$ cat config.mk
export PLATFORM = sky130hd
export DESIGN_NAME = pipelined_adder_flat
export DESIGN_NICKNAME = d
export VERILOG_FILES = /design/src/rtl/pipelined_adder_pkg.sv /design/src/rtl/pipelined_adder_if.sv /design/src/rtl/pipelined_adder_chunk.sv /design/src/rtl/pipelined_adder.sv /design/src/flat_wrapper.sv
export SDC_FILE = /design/constraint.sdc
export NUM_CORES = 1
export LEC_CHECK = 0
export BUFFER_PORTS_ARGS = -buffer_cell sky130_fd_sc_hd__buf_2
export CORE_ASPECT_RATIO = 0.7
export CORE_MARGIN = 2
export CORE_UTILIZATION = 28
export CTS_CLUSTER_DIAMETER = 120
export DETAILED_ROUTE_END_ITERATION = 12
export PLACE_DENSITY_LB_ADDON = 0.25
export SKIP_LAST_GASP = 1
export SYNTH_ARGS = -nofsm -noshare
export SYNTH_HDL_FRONTEND = slang
export SYNTH_SLANG_ARGS = --single-unit
$ cat constraint.sdc
create_clock -name clk -period 2.6 [get_ports clk]
set_input_delay 0.78 -clock clk [delete_from_list [all_inputs] [get_ports clk]]
set_output_delay 0.78 -clock clk [all_outputs]
set_load 0.1 [all_outputs]
$ cat src/rtl/pipelined_adder_pkg.sv
// Shared definitions for the chunked pipelined adder: operation mode
// encoding and the per-stage chunk width.
package adder_pkg;

   typedef enum logic {
      MODE_ADD = 1'b0,
      MODE_SUB = 1'b1
   } mode_e;

   function automatic int chunk_width(input int n, input int stages);
      return n / stages;
   endfunction

endpackage

$ cat src/rtl/pipelined_adder_if.sv
// Operand/result handshake bundle between a producer/consumer (master)
// and the pipelined adder (slave).
interface pipelined_adder_if #(
   parameter int N = 8
);
   logic         in_valid;
   logic         in_ready;
   logic [N-1:0] input1;
   logic [N-1:0] input2;
   logic         sub;
   logic         out_valid;
   logic         out_ready;
   logic [N-1:0] answer;
   logic         carry_out;
   logic         overflow;

   modport master (
      output in_valid, input1, input2, sub, out_ready,
      input  in_ready, out_valid, answer, carry_out, overflow
   );

   modport slave (
      input  in_valid, input1, input2, sub, out_ready,
      output in_ready, out_valid, answer, carry_out, overflow
   );
endinterface

$ cat src/rtl/pipelined_adder_chunk.sv
// W-bit ripple-carry adder slice; also exposes the carry into its top bit
// so the final slice can form signed overflow.
module adder_chunk #(
   parameter int W = 4
) (
   input  logic [W-1:0] a,
   input  logic [W-1:0] b,
   input  logic         cin,
   output logic [W-1:0] s,
   output logic         cout,
   output logic         c_msb_in
);

   logic w_c;

   always_comb begin
      s        = '0;
      c_msb_in = 1'b0;
      w_c      = cin;
      for (int i = 0; i < W; i++) begin
         if (i == W - 1) c_msb_in = w_c;
         s[i] = a[i] ^ b[i] ^ w_c;
         w_c  = (a[i] & b[i]) | (w_c & (a[i] ^ b[i]));
      end
      cout = w_c;
   end

endmodule

$ cat src/rtl/pipelined_adder.sv
// N-bit add/subtract split into STAGES carry-pipelined chunks with a
// valid/ready handshake; the last stage register is the output register.
module pipelined_adder
   import adder_pkg::*;
#(
   parameter int N      = 8,
   parameter int STAGES = 2
) (
   input logic             clk,
   input logic             reset,
   pipelined_adder_if.slave bus
);

   localparam int W    = chunk_width(N, STAGES);
   localparam int LAST = STAGES - 1;
   localparam logic [N-1:0] CHUNK_MASK = (N'(1) << W) - N'(1);

   logic         w_en;
   logic         w_vin   [STAGES];
   logic [N-1:0] w_a     [STAGES];
   logic [N-1:0] w_b     [STAGES];
   logic [N-1:0] w_sin   [STAGES];
   logic [N-1:0] w_snext [STAGES];
   logic         w_cin   [STAGES];
   logic [W-1:0] w_chunk [STAGES];
   logic         w_cout  [STAGES];
   logic         w_msb   [STAGES];

   logic         r_vld [STAGES];
   logic [N-1:0] r_a   [STAGES];
   logic [N-1:0] r_b   [STAGES];
   logic [N-1:0] r_s   [STAGES];
   logic         r_c   [STAGES];
   logic         r_ovf;

   // The whole pipeline moves as one; a full output register blocks everything.
   assign w_en         = !r_vld[LAST] || bus.out_ready;
   assign bus.in_ready = w_en;

   for (genvar k = 0; k < STAGES; k++) begin : g_stage
      if (k == 0) begin : g_first
         // Subtraction enters as input1 + ~input2 with carry-in 1.
         assign w_vin[k] = bus.in_valid;
         assign w_a[k]   = bus.input1;
         assign w_b[k]   = (mode_e'(bus.sub) == MODE_SUB) ? ~bus.input2 : bus.input2;
         assign w_sin[k] = '0;
         assign w_cin[k] = bus.sub;
      end else begin : g_next
         assign w_vin[k] = r_vld[k-1];
         assign w_a[k]   = r_a[k-1];
         assign w_b[k]   = r_b[k-1];
         assign w_sin[k] = r_s[k-1];
         assign w_cin[k] = r_c[k-1];
      end

      adder_chunk #(
         .W(W)
      ) u_chunk (
         .a       (w_a[k][k*W +: W]),
         .b       (w_b[k][k*W +: W]),
         .cin     (w_cin[k]),
         .s       (w_chunk[k]),
         .cout    (w_cout[k]),
         .c_msb_in(w_msb[k])
      );

      assign w_snext[k] = (w_sin[k] & ~(CHUNK_MASK << (k*W))) |
                          (N'(w_chunk[k]) << (k*W));
   end

   always_ff @(posedge clk or posedge reset) begin
      if (reset) begin
         for (int k = 0; k < STAGES; k++) begin
            r_vld[k] <= 1'b0;
            r_a[k]   <= '0;
            r_b[k]   <= '0;
            r_s[k]   <= '0;
            r_c[k]   <= 1'b0;
         end
         r_ovf <= 1'b0;
      end else if (w_en) begin
         for (int k = 0; k < STAGES; k++) begin
            r_vld[k] <= w_vin[k];
            r_a[k]   <= w_a[k];
            r_b[k]   <= w_b[k];
            r_s[k]   <= w_snext[k];
            r_c[k]   <= w_cout[k];
         end
         r_ovf <= w_cout[LAST] ^ w_msb[LAST];
      end
   end

   assign bus.out_valid = r_vld[LAST];
   assign bus.answer    = r_s[LAST];
   assign bus.carry_out = r_c[LAST];
   assign bus.overflow  = r_ovf;

endmodule

$ cat src/flat_wrapper.sv
// flat-port wrapper written by rule: the top's interface ports become plain ports
module pipelined_adder_flat import adder_pkg::*;
#(
   parameter int N      = 8,
   parameter int STAGES = 2
)
  (clk, reset, bus_in_valid, bus_input1, bus_input2, bus_sub, bus_out_ready, bus_in_ready, bus_out_valid, bus_answer, bus_carry_out, bus_overflow);
  pipelined_adder_if #(.N(N)) bus_i ();
  input logic clk;
  input logic reset;
  input wire logic [$bits(bus_i.in_valid)-1:0] bus_in_valid;
  input wire logic [$bits(bus_i.input1)-1:0] bus_input1;
  input wire logic [$bits(bus_i.input2)-1:0] bus_input2;
  input wire logic [$bits(bus_i.sub)-1:0] bus_sub;
  input wire logic [$bits(bus_i.out_ready)-1:0] bus_out_ready;
  output wire logic [$bits(bus_i.in_ready)-1:0] bus_in_ready;
  output wire logic [$bits(bus_i.out_valid)-1:0] bus_out_valid;
  output wire logic [$bits(bus_i.answer)-1:0] bus_answer;
  output wire logic [$bits(bus_i.carry_out)-1:0] bus_carry_out;
  output wire logic [$bits(bus_i.overflow)-1:0] bus_overflow;
  assign bus_i.in_valid = bus_in_valid;
  assign bus_i.input1 = bus_input1;
  assign bus_i.input2 = bus_input2;
  assign bus_i.sub = bus_sub;
  assign bus_i.out_ready = bus_out_ready;
  assign bus_in_ready = bus_i.in_ready;
  assign bus_out_valid = bus_i.out_valid;
  assign bus_answer = bus_i.answer;
  assign bus_carry_out = bus_i.carry_out;
  assign bus_overflow = bus_i.overflow;
  pipelined_adder #(.N(N), .STAGES(STAGES)) u_core (.clk(clk), .reset(reset), .bus(bus_i));
endmodule
Yosys cells after proc, flatten, opt, wreduce, memory -nomap -nowiden
Index checks and enable logic that the tools add are counted.
{"block": "op_classes", "n_mux": 1, "n_bitwise": 43, "reduce_logical": 2}
{"cell": "$xor 1x1->1", "count": 17}
{"cell": "$and 1x1->1", "count": 16}
{"cell": "$mux 8", "count": 1}
{"cell": "$not 8->8", "count": 1}
{"cell": "$or 1x1->1", "count": 8}
{"cell": "$or 4x8->8", "count": 1}
{"cell": "$logic_not 1->1", "count": 1}
{"cell": "$logic_or 1x1->1", "count": 1}
{"block": "word_totals", "register_bits": 33, "inputBits": 21, "out_inout_bits": 12, "wordCells": 55}

Depth between registers and ports, before layout
Gate-level depths: netlist of the first run.
{"block": "depth", "ltp_word": 11, "depth_mapped": 9, "ltp_nobuf": 9}

By module
Synthesis of the first run repeated with hierarchy kept, for this count alone.
{"block": "hier_totals", "hier_cells": 97, "area_unflattened_um2": 1397.6}
{"mod": "pipelined_adder", "instances": 1, "cells_each": 73, "area_each_um2": 1177.4, "seq_area_each_um2": 625.6}
{"mod": "adder_chunk", "instances": 2, "cells_each": 12, "area_each_um2": 110.1, "seq_area_each_um2": 0.0}

Worst setup path before layout of the first run
No wires, ideal clock.
{"block": "synth_path", "kind": "input -> register", "start": "in bus_sub", "end": "reg u_core.r_s[11] in the netlist's numbering", "setup_time_ns": 0.125, "t_arrival_ns": 2.494, "t_required_ns": 2.475, "setup_slack_ns": -0.019, "path_stages": 8, "n_path_buf": 1, "cell_sequence": "buf_2 -> mux2_2 -> fa_1 -> inv_1 -> fa_1 -> inv_1 -> fa_1 -> mux2_4"}
{"block": "synth_between", "elab_chain_cells": 9, "elab_cells_between_ends": 15, "cone_classes": "mux: 1; bitwise: 14"}
{"item": "start: declaration", "line": "flat_wrapper.sv:14", "text": "input wire logic [$bits(bus_i.sub)-1:0] bus_sub;"}
{"item": "$mux 8", "line": "pipelined_adder.sv:45", "text": "assign w_b[k] = (mode_e'(bus.sub) == MODE_SUB) ? ~bus.input2 : bus.input2;"}
{"item": "$xor 1x1->1", "line": "pipelined_adder_chunk.sv:23", "text": "w_c = (a[i] & b[i]) | (w_c & (a[i] ^ b[i]));"}
{"item": "$and 1x1->1", "line": "pipelined_adder_chunk.sv:23"}
{"item": "$or 1x1->1", "line": "pipelined_adder_chunk.sv:23"}
{"item": "$and 1x1->1", "line": "pipelined_adder_chunk.sv:23"}
{"item": "$or 1x1->1", "line": "pipelined_adder_chunk.sv:23"}
{"item": "$and 1x1->1", "line": "pipelined_adder_chunk.sv:23"}
{"item": "$or 1x1->1", "line": "pipelined_adder_chunk.sv:23"}
{"item": "$xor 1x1->1 (*)", "line": "pipelined_adder_chunk.sv:22", "text": "s[i] = a[i] ^ b[i] ^ w_c;"}
{"item": "net u_core.g_stage[0].u_chunk.s[3]", "line": "pipelined_adder_chunk.sv:9", "text": "output logic [W-1:0] s,"}
{"item": "end signal: indexed assignment", "line": "pipelined_adder.sv:86", "text": "r_s[k] <= w_snext[k];"}
{"item": "end: declaration", "line": "pipelined_adder.sv:32", "text": "logic [N-1:0] r_s [STAGES];"}
Mark *: on every way through the listed nets, which the timed path passes. The rest lies on a longest branch.
A chain may end at the register's enable or synchronous reset.

Worst setup path in the final report of the first run
{"block": "layout_path", "start": "reg u_core.r_b[12] in the netlist's numbering", "end": "reg u_core.r_ovf, in the netlist u_core.bus.overflow"}
{"block": "layout_between", "elab_chain_cells": 10, "elab_cells_between_ends": 11, "cone_classes": "bitwise: 11"}
{"item": "start: declaration", "line": "pipelined_adder.sv:31", "text": "logic [N-1:0] r_b [STAGES];"}
{"item": "start signal: indexed assignment", "line": "pipelined_adder.sv:85", "text": "r_b[k] <= w_b[k];"}
{"item": "$xor 1x1->1", "line": "pipelined_adder_chunk.sv:23"}
{"item": "$and 1x1->1", "line": "pipelined_adder_chunk.sv:23"}
{"item": "$or 1x1->1 (*)", "line": "pipelined_adder_chunk.sv:23"}
{"item": "$and 1x1->1 (*)", "line": "pipelined_adder_chunk.sv:23"}
{"item": "$or 1x1->1 (*)", "line": "pipelined_adder_chunk.sv:23"}
{"item": "$and 1x1->1 (*)", "line": "pipelined_adder_chunk.sv:23"}
{"item": "$or 1x1->1 (*)", "line": "pipelined_adder_chunk.sv:23"}
{"item": "$and 1x1->1", "line": "pipelined_adder_chunk.sv:23"}
{"item": "$or 1x1->1", "line": "pipelined_adder_chunk.sv:23"}
{"item": "$xor 1x1->1 (*)", "line": "pipelined_adder.sv:89", "text": "r_ovf <= w_cout[LAST] ^ w_msb[LAST];"}
{"item": "end signal: assignment", "line": "pipelined_adder.sv:89"}
{"item": "end: declaration", "line": "pipelined_adder.sv:34", "text": "logic r_ovf;"}
Every way passes the cells marked *; elsewhere a longest branch is shown, timed or not.

==> impl_results.md, run 1 <==
- Status: complete, no violations
- Post-Syn Area: 1340 um^2
- Post-route minimum period: 2.39 ns
- Antenna viol nets, final: 0
- Mapped Cells: 95
- Placed cells: 177
- CTS Buffer Depth: 2
- Antenna diodes: 0
- GRT Overall Usage: 0.0858
- # nets final: 153
- Ranking of synthesized cells by area: dfrtp_1 47%, mux2_4 13%, fa_1 10%, mux2_2 5.9%, buf_4 4.5%
- Ys Warns: 0
- Hold Crit Class: reg2reg
- CTS Buf Count: 3
- Clk root buf: clkbuf_8
- GRT overflow: 0
- Synthesis-to-finish area growth: 16.6%
- Critical Path Source: u_core.r_b[12]
- Initial antenna violation count: 0
- Number of I/O pins: 33
- Max-slew headroom: 0.677
- Share of layout cells above drive strength 1: 0.492
- Post-synth cell types: 16
- Startpoint types: flop
- Commonest non-fill, non-tap cell in the layout: buf_2
- CTS tree: done
- Worst Path Arrival: 2.55 ns
- Drt wl/cell: 12.2 um
- Post-CTS sizing: 0
- Worst slack at placement: -0.0820 ns
- Final period util: 0.921
- Total of max-cap violations: 0
- DR pass1 iterations: 4
- Setup-failing EPs final: 0
- # Post-CTS Setup Buffers: 0
- Vias after detailed routing: 753
- Most frequent cells in the layout: 31 x buf_2, 25 x dfrtp_1, 12 x mux2_4, 11 x inv_1
- Worst-Skew Late Latency: 0.26 ns
- Cts-stage hold buffer count: 0
- Fillers: 474
- DR iter-0 viols: 19
- Origin of the critical flop-to-flop path: u_core.r_b[12]
- Non-filler cells, final: 181
- Largest net degree at the start of global routing: 26
- Share of Yosys cell area claimed by the top area cell type: 0.466
- Clock sinks: 25
- Horiz. Die Dim: 86.8 um
- Sequential-to-total area share from yosys stat: 0.466
- Number of port buffers: 32
- Crit path setup slack, layout: 0.205 ns
- Worst Setup End Kind: flop
- Mapped Nets: 123
- Post-DP HPWL: 1750 um
- Vias in the first global route: 759
- Crit path max fanout: 2
- DR vias/cell: 4.16
- Min-Delay Startpoint: u_core.r_vld[1]
- Core outline area: 4700 um^2
- Final TNS setup: 0 ns
- FP Rows: 21
- Pins Over Slew Limit: 0
- Placer Congestion: 0.658
- Slew @ Worst Pin: 0.488 ns
- Die ar.: 5370 um^2
- H-Tree Depth: 1
- Post-synth top area cell: dfrtp_1
- Pleak: 0.000777 uW
- Global-route wire length before repair: 3430 um
- RSZ-0062 raised after global routing: false
- Clock transition at path regs: 0.08 ns
- DRC: 0
- Power per standard cell area: 1070 nW/um^2
- Peak supply drop: 0.199 mV
- Skew final: 0.00149 ns
- WP data required: 2.76 ns
- Final hold violations: 0
- #FFs+latches synth: 25
- DRT Wirelength: 2210 um
- Synthesized area per cell: 14.1 um^2
- Initial Util: 0.285
- Critical path type: reg2reg
- Die span in y: 61.9 um
- Achievable Freq: 0.418 GHz
-- power breakdown --
part / internal, uW / total, uW / leakage, uW / switching, uW
clock: 107 / 226 / 0.0000255 / 119
sequential: 497 / 558 / 0.000289 / 61.0
combinational: 229 / 892 / 0.000463 / 663
total: 833 / 1680 / 0.000777 / 842
-- cell usage after synthesis --
library cell   n
a21oi_1        4
buf_12         1
buf_2          1
buf_4          8
buf_6          2
dfrtp_1       25
fa_1           7
inv_1         11
mux2_2         7
mux2_4        12
mux2i_1        2
nand2b_1       1
nand2b_4       1
nor3b_1        4
xnor2_1        4
xor2_1         5
-- final timing paths --
check                                  endpoint  slack (ns)  depth (start not counted)
max                         u_core.bus.overflow        0.21                          9
max in group asynchronous  u_core.bus.answer[6]        1.82                          3
min                        u_core.bus.out_valid        0.47                          1
min in group asynchronous        u_core.r_a[14]        0.54                          3
min reg2reg                u_core.bus.out_valid        0.47                          1
max reg2reg                 u_core.bus.overflow        0.21                          9
-- kinds of logic after synthesis --
kind of cell | count (synthesis) | synth area share
XOR/XNOR | 9 | 0.0587
multiplexers | 21 | 0.208
AO/OA/AOI/OAI | 4 | 0.0149
adder cells (fa/ha/maj) | 7 | 0.104
buffers and inverters | 23 | 0.111
flip-flops | 25 | 0.466
AND/OR/NAND/NOR | 6 | 0.0373
-- cell type report --
type                    count  area [um^2]  share of cell area
clock buffers               3         41.3              0.0264
clock inverters             1         5.00             0.00320
inverters                  11         41.3              0.0264
multi-input cells          47          568               0.363
flip-flops and latches     25          626               0.400
well taps                  57         71.3              0.0456
repair buffers             37          213               0.136
-- through the flow --
stage	total power, uW	hold slack, ns	area (um^2)	utilization
2_1_floorplan	1400	0.435	1350	-
3_3_place_gp	1460	0.461	1520	0.323
3_5_place_dp	1470	0.450	1520	0.323
4_1_cts	1700	0.470	1570	0.333
5_1_grt	1760	0.496	1570	0.333
6_report	1680	0.473	1570	0.333
-- worst max-delay path, cell delays in order (launching register included) --
cell     delay [ns]
dfrtp_1        0.39
fa_1           0.18
inv_1          0.06
fa_1           0.43
inv_1          0.09
fa_1           0.22
inv_1          0.07
fa_1           0.45
xnor2_1        0.14
mux2_4         0.25
-- metal layers --
metal,vias up,track usage,wire [um]
li1,353,-,-
met1,373,0.103,1030
met2,25,0.148,1010
met3,2,0.0304,140
met4,0,0.0268,27
met5,-,0,0
-- sequential cells by signal, summed over array words and instances, names as in the netlist --
register	cells
u_core.bus.answer	8
u_core.bus.carry_out	1
u_core.bus.out_valid	1
u_core.bus.overflow	1
u_core.r_a	4
u_core.r_b	4
u_core.r_c	1
u_core.r_s	4
u_core.r_vld	1
Note: power is estimated with default switching activity, not from simulation.
==> inputs of run 2 (changes only) <==
clock period = 3 ns   (was 2.6 ns; I/O delays follow)
==> impl_results.md, run 2 (synthesis gave the netlist of run 1 again) <==
- Status: complete, no violations
- Die span in y: 61.9 um
- Vias in the first global route: 764
- Clock sinks: 25
- DRT Wirelength: 2270 um
- GRT Overall Usage: 0.0934
- Area of the multi-input gates: 568 um^2
- Critical path's top delay family: adder cells
- # nets final: 149
- Drt wl/cell: 12.8 um
- Initial antenna violation count: 0
- # Post-CTS Setup Buffers: 0
- Synthesis-to-finish area growth: 14.4%
- Max stage delay on crit path: 0.43 ns
- CTS Buffer Depth: 2
- CTS Buf Count: 3
- Max reg flops: 8
- Cts-stage hold buffer count: 0
- Achievable Freq: 0.397 GHz
- DR vias/cell: 4.16
- CP cell instances: buf_2 -> mux2_2 -> fa_1 -> inv_1 -> fa_1 -> inv_1 -> fa_1 -> mux2_4
- Critical path type: in2reg
- Hold Crit Class: reg2reg
- Max-slew headroom: 0.362
- Hold depth: 1
- CTS tree: done
- Post-DP HPWL: 1750 um
- Worst-Skew Late Latency: 0.26 ns
- Final period util: 0.840
- Top cell by count, worst path: fa_1
- Clock transition at path regs: 0.08 ns
- Crit path depth: 8
- FP Rows: 21
- Antenna viol nets, final: 0
- Placer Congestion: 0.653
- Final TNS setup: 0 ns
- Number of port buffers: 32
- DR pass1 iterations: 4
- GRT overflow: 0
- Number of I/O pins: 33
- Crit path max fanout: 8
- Pins Over Slew Limit: 0
- Die ar.: 5370 um^2
- Slowest CP cell: fa_1
- Setup-failing EPs final: 0
- CP Buf/Inv Count: 3
- Fillers: 485
- H-Tree Depth: 1
- Skew final: 0.00120 ns
- Slew @ Worst Pin: 0.956 ns
- R2R Setup Slk: 0.59 ns
- Total of max-cap violations: 0
- Worst Path Arrival: 2.68 ns
- RSZ-0062 raised after global routing: false
- Commonest non-fill, non-tap cell in the layout: buf_2
- Post-CTS sizing: 0
- Worst Setup End Kind: flop
- Vias after detailed routing: 737
- Power per standard cell area: 945 nW/um^2
- Total power: 1450 uW
- Final hold violations: 0
- DRC: 0
- Clk root buf: clkbuf_8
- Share of layout cells above drive strength 1: 0.475
- Initial Util: 0.285
- FF/Latch Area: 626 um^2
- Antenna diodes: 0
- Post-route minimum period: 2.52 ns
- Largest net degree at the start of global routing: 26
- Peak supply drop: 0.201 mV
- Global-route wire length before repair: 3730 um
- Core Util, Final: 0.326
- Startpoint types: input port
- Horiz. Die Dim: 86.8 um
- WP data required: 3.16 ns
- Pleak: 0.000758 uW
- Most frequent cells in the layout: 31 x buf_2, 25 x dfrtp_1, 12 x mux2_4, 11 x inv_1
- R2R depth: 9
- Core outline area: 4700 um^2
- DR iter-0 viols: 10
==> run 2: path summary, 6_finish.rpt <==
check | start | endpoint
worst max-delay path | bus_sub | u_core.r_s[11]
max in group asynchronous | reset | u_core.r_s[8]
worst min register to register | u_core.r_vld[1] | u_core.bus.out_valid
worst min-delay path | u_core.r_vld[1] | u_core.bus.out_valid
min in group asynchronous | reset | u_core.r_b[14]
worst max register to register | u_core.r_b[12] | u_core.bus.overflow
==> run 2: routing by layer <==
metal / part of all wire / track usage / vias to the layer above
met3: 0.064 / 0.0383 / 2
met5: 0 / 0 / -
met2: 0.43 / 0.141 / 24
li1: - / - / 343
met4: 0.011 / 0.0201 / 0
met1: 0.49 / 0.128 / 368
==> run 2: final cells by class <==
class | count | area share
clock inverter | 1 | 0.00326
timing repair buffer | 33 | 0.119
tap | 57 | 0.0465
multi-input combinational | 47 | 0.370
sequential | 25 | 0.407
clock buffer | 3 | 0.0269
inverter | 11 | 0.0269
==> run 2: report_power, final <==
part	total, uW	internal (uW)	leakage, uW	switching [uW]
logic	767	194	0.000444	573
clock network	196	92.8	0.0000255	104
registers	486	431	0.000289	55.3
total	1450	718	0.000758	732
==> run 2: through the flow <==
| step | worst slack [ns] | cells | hold WS (ns) | instance area, um^2 |
|---|---|---|---|---|
| final | 0.481 | 177 | 0.472 | 1540 |
| after global routing | 0.411 | 177 | 0.504 | 1540 |
| after global placement | 0.220 | 173 | 0.451 | 1490 |
| after floorplan | 0.261 | 95 | 0.435 | 1340 |
| after detailed placement | 0.179 | 173 | 0.456 | 1490 |
| after CTS | 0.480 | 177 | 0.474 | 1540 |
==> run 2: worst reg2reg max path, stage by stage (launching register included) <==
cell     delay, ns
dfrtp_1       0.39
fa_1          0.19
inv_1         0.06
fa_1          0.43
inv_1         0.09
fa_1          0.22
inv_1         0.07
fa_1          0.46
xnor2_1       0.14
mux2_4        0.26
==> inputs of run 3 (changes only) <==
ABC_AREA = 1   (was not set)
clock period = 2.06 ns   (was 3 ns; I/O delays follow)
==> impl_results.md, run 3 <==
- Post-route minimum period: 2.13 ns
- Post-synth cell types: 14
- Initial antenna violation count: 0
- Post-DP HPWL: 1800 um
- Antenna viol nets, final: 0
- H-Tree Depth: 1
- Total of max-cap violations: 0
- Worst-Skew Late Latency: 0.26 ns
- Commonest non-fill, non-tap cell in the layout: nand2_1
- FP Rows: 20
- Initial Util: 0.296
- DR iter-0 viols: 40
- Crit path max fanout: 2
- Die span in y: 61.1 um
- Sequential-to-total area share from yosys stat: 0.479
- Ranking of synthesized cells by area: dfrtp_1 48%, nand2_1 18%, fa_1 11%, buf_4 6.9%, inv_1 6.3%
- # nets final: 209
- Status: finished with violations
- Worst Path Arrival: 2.33 ns
- Number of I/O pins: 33
- Most frequent cells in the layout: 63 x nand2_1, 31 x buf_2, 25 x dfrtp_1, 18 x inv_1, 8 x o21ai_0
- Core Util, Final: 0.356
- Worst Setup End Kind: flop
- Max-slew headroom: 0.649
- Peak supply drop: 0.695 mV
- Vias in the first global route: 860
- Slew @ Worst Pin: 0.525 ns
- #FFs+latches synth: 25
- Placer Congestion: 0.702
- Async S/R FF share, synth: 1.00
- Clock sinks: 25
- DRC: 0
- Die ar.: 5230 um^2
- Max stage delay on crit path: 0.43 ns
- Hold Crit Class: in2async
- Final hold violations: 0
- Post-Syn Area: 1310 um^2
- CP Buf/Inv Count: 3
- Post-synth EDFFs: 0
- Slowest CP cell: fa_2
- Commonest register cell after synthesis: dfrtp_1
- DR pass1 iterations: 4
- Pleak: 0.000858 uW
- Max reg flops: 8
- Count leader, synth: nand2_1
- Largest net degree at the start of global routing: 26
- Pins Over Slew Limit: 0
- DRT Wirelength: 2400 um
- Cts-stage hold buffer count: 0
- Setup-failing EPs final: 1
- GRT overflow: 0
- Synthesis-to-finish area growth: 20.0%
- Power per standard cell area: 1250 nW/um^2
- RSZ-0062 raised after global routing: true
- Post-synth top area cell: dfrtp_1
- Clk root buf: clkbuf_8
- Share of layout cells above drive strength 1: 0.306
- Mapped Cells: 151
- Fillers: 479
- Clock transition at path regs: 0.08 ns
- Commonest cells post-synth: 63 x nand2_1, 25 x dfrtp_1, 22 x inv_1
- Synthesized area per cell: 8.64 um^2
- Drt wl/cell: 10.2 um
- Antenna diodes: 0
- WP data required: 2.26 ns
- CTS tree: done
- Mapped Nets: 179
- Failing checks: setup timing
- CTS Buffer Depth: 2
- Horiz. Die Dim: 85.6 um
- GRT Overall Usage: 0.101
- Startpoint types: flop
- Final TNS setup: -0.0682 ns
- Critical path's top delay family: adder cells
- Core outline area: 4400 um^2
- CTS Buf Count: 3
- CP cell instances: fa_2 -> inv_2 -> fa_2 -> inv_2 -> fa_2 -> inv_2 -> fa_2 -> o21ai_1
- Number of port buffers: 32
- Crit path setup slack, layout: -0.0682 ns
- Ys Warns: 0
- Share of Yosys cell area claimed by the top area cell type: 0.479
- DR vias/cell: 3.94
- Global-route wire length before repair: 3970 um
- Achievable Freq: 0.470 GHz
- Critical path type: reg2reg
- Top cell by count, worst path: fa_2
- Final period util: 1.03
- Vias after detailed routing: 925
- Skew final: 0.00511 ns
[run 3: changes by cell type in the layout (fill, tap and decap cells not counted), sizes merged, moves of 2 or more]
cell,before,now
mux2,19,0
xor2,5,2
xnor2,4,1
nand2,0,64
mux2i,2,0
a21oi,4,0
buf,33,38
nor3b,4,0
nand2b,2,0
nand3,0,5
inv,11,23
o21ai,0,9
[run 3: cell type report]
cell class / instances / area, um^2 / area share
Inverter: 23 / 86.3 / 0.0551
Sequential cell: 25 / 626 / 0.399
Timing Repair Buffer: 38 / 220 / 0.141
Multi-Input combinational cell: 90 / 520 / 0.332
Tap cell: 55 / 68.8 / 0.0439
Clock buffer: 4 / 45.0 / 0.0288
[run 3: cell families (layout without fill, tap and decap cells)]
logic type	Yosys count	count (layout)	synth area share
DFF	25	25	0.479
AOI/OAI and AO/OA	10	10	0.0403
buffers and inverters	36	65	0.139
adders and majority gates	7	7	0.107
xor gates and xnor gates	3	3	0.0201
and+or+nand+nor	70	70	0.214
[run 3: path summary, 6_finish.rpt]
path                                      start              endpoint  slack [ns]  cells past startpoint
worst max-delay path              u_core.r_c[1]  u_core.bus.answer[7]       -0.07                      8
min in group clk                u_core.r_vld[1]  u_core.bus.out_valid        0.45                      2
worst min-delay path                      reset  u_core.bus.answer[2]        0.38                      3
worst min register to register  u_core.r_vld[1]  u_core.bus.out_valid        0.45                      2
max in group asynchronous                 reset        u_core.r_b[12]        1.42                      3
worst max register to register    u_core.r_c[1]  u_core.bus.answer[7]       -0.07                      8
[run 3: timing repair]
action,in CTS,in global routing
setup buffers,1,1
endpoints found under the hold margin,0,0
gates resized for setup,3,2
pin swaps,0,5
endpoints found under the setup margin,2,3
[run 3: worst min-delay path: stages]
cell	delay [ns]
buf_2	0.09
inv_1	0.04
buf_4	0.30
[run 3: stage by stage]
stage,hold slack [ns],std cells,cell area (um^2),total power (uW),setup slack (ns)
floorplan,0.420,151,1330,1590,-0.108
global placement,0.426,229,1500,1670,-0.163
detailed placement,0.440,229,1500,1680,-0.171
CTS,0.400,234,1560,1980,-0.0692
global route,0.421,235,1570,2080,-0.152
finish,0.384,235,1570,1960,-0.0682
[run 3: routing by layer]
layer | part of all wire | up-vias | track usage
met4 | 0.0058 | 0 | 0.0272
li1 | - | 492 | -
met3 | 0.066 | 2 | 0.0335
met1 | 0.54 | 403 | 0.147
met2 | 0.38 | 28 | 0.145
met5 | 0 | - | 0
[run 3: report_power, final]
part | total (uW) | internal, uW | switching (uW)
clock network | 285 | 138 | 147
logic | 1000 | 200 | 800
registers | 674 | 613 | 60.8
total | 1960 | 952 | 1010
